===== config.mk =====
export PLATFORM = sky130hd
export DESIGN_NAME = vol_sci_writer_flat
export DESIGN_NICKNAME = d
export VERILOG_FILES = /design/src/rtl/vs_pkg.sv /design/src/rtl/vol_sci_writer_if.sv /design/src/rtl/sci_shift32.sv /design/src/rtl/vol_sci_writer.sv /design/src/flat_wrapper.sv
export SDC_FILE = /design/constraint.sdc
export NUM_CORES = 1
export LEC_CHECK = 0
export CAP_MARGIN = 20
export CORE_MARGIN = 1
export CORE_UTILIZATION = 51
export CTS_CLUSTER_SIZE = 8
export DETAILED_ROUTE_END_ITERATION = 7
export HOLD_SLACK_MARGIN = 0.15
export PLACE_DENSITY = 0.7
export REMOVE_ABC_BUFFERS = 1
export SETUP_SLACK_MARGIN = 0.15
export SLEW_MARGIN = 40
export SYNTH_ARGS = -nofsm -noshare
export SYNTH_HDL_FRONTEND = slang
export SYNTH_SLANG_ARGS = --single-unit

===== constraint.sdc =====
create_clock -name CLK -period 2.1 [get_ports CLK]
set_input_delay 0.42 -clock CLK [delete_from_list [all_inputs] [get_ports CLK]]
set_output_delay 0.42 -clock CLK [all_outputs]
set_load 0.03 [all_outputs]

===== src/rtl/vs_pkg.sv =====
// Shared SCI constants and writer FSM state encoding.
// Used by the volume SCI writer and its serializer.
package vs_pkg;

  localparam logic [7:0] SCI_OP_WRITE = 8'h02;
  localparam logic [7:0] SCI_OP_READ  = 8'h03;
  localparam logic [7:0] SCI_REG_VOL  = 8'h0B;

  typedef enum logic [2:0] {
    IDLE,
    REQ,
    WAIT_DREQ,
    SHIFT,
    HOLD
  } state_e;

endpackage


===== src/rtl/vol_sci_writer_if.sv =====
// SCI bus bundle: arbiter handshake, decoder ready and serial lines.
// The writer is master; the player/decoder side is slave.
interface vol_sci_writer_if;

  logic BUS_REQ;
  logic BUS_GNT;
  logic DREQ;
  logic XCS;
  logic SCLK;
  logic MOSI;

  modport master (
    output BUS_REQ,
    output XCS,
    output SCLK,
    output MOSI,
    input  BUS_GNT,
    input  DREQ
  );

  modport slave (
    input  BUS_REQ,
    input  XCS,
    input  SCLK,
    input  MOSI,
    output BUS_GNT,
    output DREQ
  );

endinterface


===== src/rtl/sci_shift32.sv =====
// Mode-0 32-bit serializer: SCLK divider, shift register, edge counter.
// done is asserted combinationally on the clock that makes the 32nd fall.
module sci_shift32
  import vs_pkg::*;
#(
  parameter int CLK_DIV = 4
) (
  input  logic        clk,
  input  logic        rst_n,
  input  logic        start,
  input  logic [31:0] frame,
  output logic        done,
  output logic        SCLK,
  output logic        MOSI
);

  logic        active;
  logic [7:0]  div;
  logic [5:0]  edges;
  logic [31:0] sreg;
  logic        tick;

  assign tick = active && (div == 8'(CLK_DIV - 1));
  assign done = tick && SCLK && (edges == 6'd63);
  assign MOSI = active & sreg[31];

  always_ff @(posedge clk or negedge rst_n) begin
    if (!rst_n) begin
      active <= 1'b0;
      div    <= '0;
      edges  <= '0;
      sreg   <= '0;
      SCLK   <= 1'b0;
    end else if (start) begin
      active <= 1'b1;
      div    <= '0;
      edges  <= '0;
      sreg   <= frame;
      SCLK   <= 1'b0;
    end else if (active) begin
      if (tick) begin
        div   <= '0;
        SCLK  <= ~SCLK;
        edges <= edges + 6'd1;
        // data moves on the falling edge only
        if (SCLK) sreg <= {sreg[30:0], 1'b0};
        if (done) active <= 1'b0;
      end else begin
        div <= div + 8'd1;
      end
    end
  end

endmodule


===== src/rtl/vol_sci_writer.sv =====
// Writes changed volume values to the VS10xx SCI_VOL register.
// Owns the VOL synchronizer, LAST tracking and the transfer FSM.
module vol_sci_writer
  import vs_pkg::*;
#(
  parameter int         CLK_DIV  = 4,
  parameter logic [7:0] SCI_ADDR = SCI_REG_VOL
) (
  input  logic              CLK,
  input  logic              RSTN,
  input  logic [15:0]       VOL,
  vol_sci_writer_if.master  sci,
  output logic              BUSY,
  output logic              DONE
);

  localparam logic [8:0] HOLD_LOW = 9'(CLK_DIV);
  localparam logic [8:0] HOLD_END = 9'(2 * CLK_DIV - 1);

  state_e      state;
  logic [15:0] s1;
  logic [15:0] s2;
  logic [15:0] last_q;
  logic [31:0] frame;
  logic [8:0]  hcnt;
  logic        done_q;
  logic        valid;
  logic        sh_start;
  logic        sh_done;
  logic        sh_sclk;
  logic        sh_mosi;

  assign valid    = (s2 == s1);
  assign sh_start = (state == WAIT_DREQ) && sci.DREQ;

  always_ff @(posedge CLK or negedge RSTN) begin
    if (!RSTN) begin
      state  <= IDLE;
      s1     <= '0;
      s2     <= '0;
      last_q <= '0;
      frame  <= '0;
      hcnt   <= '0;
      done_q <= 1'b0;
    end else begin
      s1     <= VOL;
      s2     <= s1;
      done_q <= 1'b0;
      unique case (state)
        IDLE: begin
          if (valid && (s2 != last_q)) state <= REQ;
        end
        REQ: begin
          // value may have settled back to LAST while waiting: drop it
          if (sci.BUS_GNT && valid) begin
            if (s2 == last_q) begin
              state <= IDLE;
            end else begin
              frame  <= {SCI_OP_WRITE, SCI_ADDR, s2};
              last_q <= s2;
              state  <= WAIT_DREQ;
            end
          end
        end
        WAIT_DREQ: begin
          if (sci.DREQ) state <= SHIFT;
        end
        SHIFT: begin
          if (sh_done) begin
            hcnt  <= '0;
            state <= HOLD;
          end
        end
        HOLD: begin
          if (hcnt == HOLD_END) begin
            state  <= IDLE;
            done_q <= 1'b1;
          end else begin
            hcnt <= hcnt + 9'd1;
          end
        end
        default: state <= IDLE;
      endcase
    end
  end

  sci_shift32 #(
    .CLK_DIV (CLK_DIV)
  ) u_shift (
    .clk   (CLK),
    .rst_n (RSTN),
    .start (sh_start),
    .frame (frame),
    .done  (sh_done),
    .SCLK  (sh_sclk),
    .MOSI  (sh_mosi)
  );

  assign sci.BUS_REQ = (state != IDLE);
  assign sci.XCS     = !((state == SHIFT) ||
                         ((state == HOLD) && (hcnt < HOLD_LOW)));
  assign sci.SCLK    = sh_sclk;
  assign sci.MOSI    = sh_mosi;
  assign BUSY        = (state != IDLE);
  assign DONE        = done_q;

endmodule


===== src/flat_wrapper.sv =====
// flat-port wrapper written by rule: the top's interface ports become plain ports
module vol_sci_writer_flat import vs_pkg::*;
#(
  parameter int         CLK_DIV  = 4,
  parameter logic [7:0] SCI_ADDR = SCI_REG_VOL
)
  (CLK, RSTN, VOL, BUSY, DONE, sci_BUS_REQ, sci_XCS, sci_SCLK, sci_MOSI, sci_BUS_GNT, sci_DREQ);
  vol_sci_writer_if sci_i ();
  input  logic CLK;
  input  logic RSTN;
  input  logic [15:0] VOL;
  output logic BUSY;
  output logic DONE;
  output wire logic [$bits(sci_i.BUS_REQ)-1:0] sci_BUS_REQ;
  output wire logic [$bits(sci_i.XCS)-1:0] sci_XCS;
  output wire logic [$bits(sci_i.SCLK)-1:0] sci_SCLK;
  output wire logic [$bits(sci_i.MOSI)-1:0] sci_MOSI;
  input wire logic [$bits(sci_i.BUS_GNT)-1:0] sci_BUS_GNT;
  input wire logic [$bits(sci_i.DREQ)-1:0] sci_DREQ;
  assign sci_BUS_REQ = sci_i.BUS_REQ;
  assign sci_XCS = sci_i.XCS;
  assign sci_SCLK = sci_i.SCLK;
  assign sci_MOSI = sci_i.MOSI;
  assign sci_i.BUS_GNT = sci_BUS_GNT;
  assign sci_i.DREQ = sci_DREQ;
  vol_sci_writer #(.CLK_DIV(CLK_DIV), .SCI_ADDR(SCI_ADDR)) u_core (.CLK(CLK), .RSTN(RSTN), .VOL(VOL), .sci(sci_i), .BUSY(BUSY), .DONE(DONE));
endmodule

* After elaboration in Yosys (flattened, before gate mapping)
Cells that the tools add are included.
** Operators by class
- Add/sub/neg operators :: 3
- $lt $le $gt $ge :: 1
- Equality and inequality tests :: 16
- Muxes and demuxes :: 29
- Bitwise operators :: 3
- Reductions and logical operators :: 20
** Operators with widths (number)
- $mux W32 :: 4
- $eq A16 B16 Y1 :: 2
- $mux W8 :: 3
- $mux W6 :: 3
- $mux W9 :: 2
- $pmux W9 S2 :: 1
- $ne A16 B16 Y1 :: 1
- $mux W3 :: 5
- $pmux W3 S5 :: 1
- $add A9 B1 Y9 const B :: 1
- $eq A9 B3 Y1 const B :: 1
- $lt A9 B3 Y1 const B :: 1
- $mux W1 :: 9
- $reduce_and A3 Y1 :: 3
- $add A8 B1 Y8 const B :: 1
- $eq A8 B2 Y1 const B :: 1
- $ne A2 B1 Y1 const B :: 4
- $reduce_bool A2 Y1 :: 4
- $logic_and A1 B1 Y1 :: 7
- $add A6 B1 Y6 const B :: 1
- $eq A3 B2 Y1 const B :: 2
- $eq A6 B6 Y1 const B :: 1
- $reduce_and A5 Y1 :: 1
- $ne A2 B2 Y1 const B :: 2
- other kinds (10) :: 11
** Word-level totals
- Register bits :: 126
- Output and inout port bits :: 6

* Longest topological paths before layout
- Word-level depth :: 8
- Mapped depth :: 7
- Gate-level depth less buffers :: 6

* Modules after synthesis
From an unflattened synthesis, not the netlist that was laid out.
** Second synthesis, totals
- Cell total of the unflattened synthesis :: 469
- Area, all modules :: 5178.7 sq um
** By module, submodules not included
- sci_shift32 :: instances 1, cells an instance 284, area each 2645.0 sq um
- vol_sci_writer :: instances 1, cells an instance 185, area each 2533.7 sq um

* Worst setup path before layout
OpenSTA, ideal clock, no wires.
- Kind :: flip-flop to flip-flop
- Start point :: reg u_core.u_shift.div[4]
- End point :: reg u_core.hcnt[7]
- Library setup time :: 0.141 ns
- Data arrival time :: 2.053 ns
- Required time :: 1.959 ns
- Setup slack :: -0.094 ns
- Stages on the path, launching flop included :: 6
- Clock period less this slack :: 2.194 ns
- Cell sequence :: dfrtp_1 or4_4 nor4_4 nand3_4 o31ai_4 a31oi_1
** Between the ends
- Longest elaborated chain between the ends :: 6
** Ends and longest elaborated chain
- from (decl) :: RTL line sci_shift32.sv:18 : logic [7:0] div;
- from (signal assigned) :: RTL line sci_shift32.sv:49 : div <= div + 8'd1;
- $eq A8 B2 Y1 :: RTL line sci_shift32.sv:23 : assign tick = active && (div == 8'(CLK_DIV - 1));
- $logic_and A1 B1 Y1 :: RTL line sci_shift32.sv:23
- $logic_and A1 B1 Y1 (2 in a row) :: RTL line sci_shift32.sv:24 : assign done = tick && SCLK && (edges == 6'd63);
- $ne A2 B1 Y1 (no line)
- $reduce_and A3 Y1 (no line)
- to (signal assigned) :: RTL line vol_sci_writer.sv:79 : hcnt <= hcnt + 9'd1;
- to (decl) :: RTL line vol_sci_writer.sv:25 : logic [8:0] hcnt;
Every way passes these cells.
A chain may end at the register's enable or synchronous reset.

* Worst setup path in the final report
- Start point :: reg u_core.s2[10]
- End point :: reg u_core.last_q[1]
** Between the ends
- Longest elaborated chain between the ends :: 3
** Ends and longest elaborated chain
- from (decl) :: RTL line vol_sci_writer.sv:22 : logic [15:0] s2;
- from (signal assigned) :: RTL line vol_sci_writer.sv:40 : s2 <= '0;
- from (signal assigned) :: RTL line vol_sci_writer.sv:47 : s2 <= s1;
- $eq A16 B16 Y1 (on tied branches) :: RTL line vol_sci_writer.sv:33, vol_sci_writer.sv:56
- $logic_and A1 B1 Y1 or $not A1 Y1 (tied branches)
- $reduce_and A3 Y1 (no line) (*)
- to (signal assigned) :: RTL line vol_sci_writer.sv:41 : last_q <= '0;
- to (signal assigned) :: RTL line vol_sci_writer.sv:60 : last_q <= s2;
- to (decl) :: RTL line vol_sci_writer.sv:23 : logic [15:0] last_q;
Every way passes the cells marked *; elsewhere a longest branch is shown, timed or not.

==> metrics.txt <==
run status=complete, no violations; Detailed Routing Iterations Pass 1=4; Seq cells post-synth=110; maximum VDD drop=0.382 mV; Core ar.=0.00872 mm^2; most frequent cells after synthesis=110 x dfrtp_1, 64 x nand2_1, 32 x o21ai_0; worst path required time=2.39 ns; register area share after synthesis=59.7%; P_leak=2.77 nW; via count=3200; Yosys Warn Count=0; Routed Antenna Nets=0; Layout Cells excl Fill=588; # nets final=498; total power=0.00444 W; Cells after Synth=402; biggest area consumer among synthesized cells=dfrtp_1; share of cells above drive strength 1=22.9%; Root Driver=clkbuf_8; Yosys cell types=41; placed insts=550; IO buf count=25; Synth Flop Type=dfrtp_1; most numerous cell in the Yosys netlist=dfrtp_1; max-cap check violation count=0; fmax=481 MHz; asr flop ratio synth=100%; clk_lat worst skew=0.39 ns; Syn-to-layout area delta=26.3%; WL per Instance=15.6 um; Slew Limit Fails=0; final setup vio count=0; hpwl dp=5850 um; CTS tree=yes; row count=34; CP endpoint kind=register; remaining global-route overflow=0; Switch Pwr=0.00133 W; average vias per placed instance=5.44; Comb pwr share=18.2%; Fin Clk Skew=0.0141 ns; type of the worst setup path=register to register; cells taking the most area after synthesis=dfrtp_1 60%, nand2_1 5.2%, mux2_2 3.9%; part of the power in registers=52.2%; Critical Path AT=2.37 ns; gpl congestion=0.789; Mapped Area=0.00461 mm^2; GRT Resource Usage Total=19.9%; initial drt markers=131; Rel. slew slack=67.0%; Reg clk slew, reported paths=0.12 ns; detailed-route DRC error count=0; clock sinks=110; EDFF count, synth=0; Slew @ Worst Pin=0.494 ns; post-synth top area share=59.7%; die span in y=97.1 um; H-tree depth=3; die span in x=97.1 um; CP Launch Type=register; clock power share=29.6%; Starting Density=52.8%; number of global-route vias before repair=3138; drt total wl=9200 um; Final Critical Period=2.08 ns; ant diodes=0; largest net degree at the start of global routing=58; first-pass GRT wire length=14800 um; crit-path max FO=4; Hold Crit Class=register to register; initial antenna violation count=0; average size of a mapped cell=11.5 um^2; Layout Utilization=66.8%; placed instance area=0.00523 mm^2; CTS max path bufs=2; RSZ-0062 raised after global routing=yes; Final Hold Viols=0; IO Pins=26; pwr/cell area=763 mW/mm^2; Sw Share=30.0%; Hold WS=0.408 ns; Inserted Clock Buffers=9; die area=0.00942 mm^2; fin area=0.00582 mm^2; period utilisation layout=99.1%; P_int=0.00311 W
-- flip-flops by register name (all words and copies together), names as in the netlist, 2 cells and up --
name                  cells
u_core.u_shift.sreg      32
u_core.s1                16
u_core.s2                16
u_core.last_q            15
u_core.hcnt               9
u_core.u_shift.div        8
u_core.u_shift.edges      6
u_core.state              3
u_core.frame              2
-- worst max-delay path: stages (launching register included) --
cell and delay, ns:
dfrtp_1 0.44, xnor2_2 0.19, nand4_1 0.17, nor4_2 0.30, buf_4 0.17, nand4b_1 0.11
buf_6 0.16, clkbuf_16 0.15, mux2_4 0.29
-- layer usage --
layer | wire (um) | global-route usage (%) | vias to the layer above
met5 | 0 | 0 | -
met3 | 268 | 4.24 | 13
met1 | 4180 | 26.3 | 1589
met2 | 4610 | 32.4 | 51
li1 | - | - | 1547
met4 | 142 | 7.46 | 0
-- metrics by stage --
stage	setup slack (ns)	setup TNS (ns)
after floorplan	-0.353	-13.39
after global routing	-0.0801	-0.981
after detailed placement	-0.0606	-0.799
after global placement	-0.0331	-0.483
after CTS	-0.0782	-0.0782
final	0.0189	0
-- repair_timing --
action,in CTS,in global routing
pin swaps,6,12
hold buffers,1,0
hold endpoints to repair,33,0
endpoints found under the setup margin,67,61
resized for setup,20,41
gates cloned,0,9
buffers inserted,3,9
-- area by class of cell --
class                      count  area (um^2)
clock buffer                   9          124
multi-input combinational    274         1900
tap                          108          135
timing repair buffer          77          802
sequential                   110         2750
fill                         656         2900
clock inverter                 7         96.3
inverter                       3         11.3
-- cell families after synthesis --
logic type | after synthesis | share of synthesized area (%)
compound gates | 76 | 9.88
xor+xnor | 39 | 7.41
fa+ha+maj | 3 | 0.815
buf+inv | 19 | 1.66
flops | 110 | 59.7
mux | 33 | 7.60
simple gates | 122 | 12.9
-- layout by cell type (no fill, tap or decap), types with 3 or more instances in the layout --
cell type	n
a21oi_1	15
a21oi_2	6
a41oi_1	4
and3_1	7
buf_12	5
buf_4	36
buf_6	7
clkbuf_16	5
clkbuf_8	9
clkdlybuf4s50_1	19
clkinv_8	4
dfrtp_1	110
ha_1	3
inv_1	3
mux2_2	10
mux2_4	6
mux2i_1	17
nand2_1	61
nand2_2	3
nand3_1	6
nand4_1	7
nor2_1	13
nor3_1	3
nor4_1	3
nor4_2	3
o21a_1	7
o21ai_0	15
o21ai_1	19
xnor2_1	19
xor2_1	19
-- power by group through the flow --
stage | clock network (W) | logic, W | registers (W)
after global placement | 0 | 0.000569 | 0.00235
after detailed placement | 0 | 0.000589 | 0.00236
after floorplan | 0 | 0.000311 | 0.00235
after global routing | 0.00143 | 0.000887 | 0.00233
final | 0.00132 | 0.000807 | 0.00232
after CTS | 0.00136 | 0.000620 | 0.00232
-- worst paths after layout --
check / start / to / slack, ns / depth (start not counted)
max: u_core.s2[10] / u_core.last_q[1] / 0.02 / 8
min: u_core.s1[6] / u_core.s2[6] / 0.41 / 0
max reg2reg: u_core.s2[10] / u_core.last_q[1] / 0.02 / 8
min reg2reg: u_core.s1[6] / u_core.s2[6] / 0.41 / 0
max in group asynchronous: RSTN / u_core.state[0] / 1.00 / 3
min in group asynchronous: RSTN / u_core.u_shift.sreg[23] / 0.52 / 2
Power figures use the tool's default switching activity.
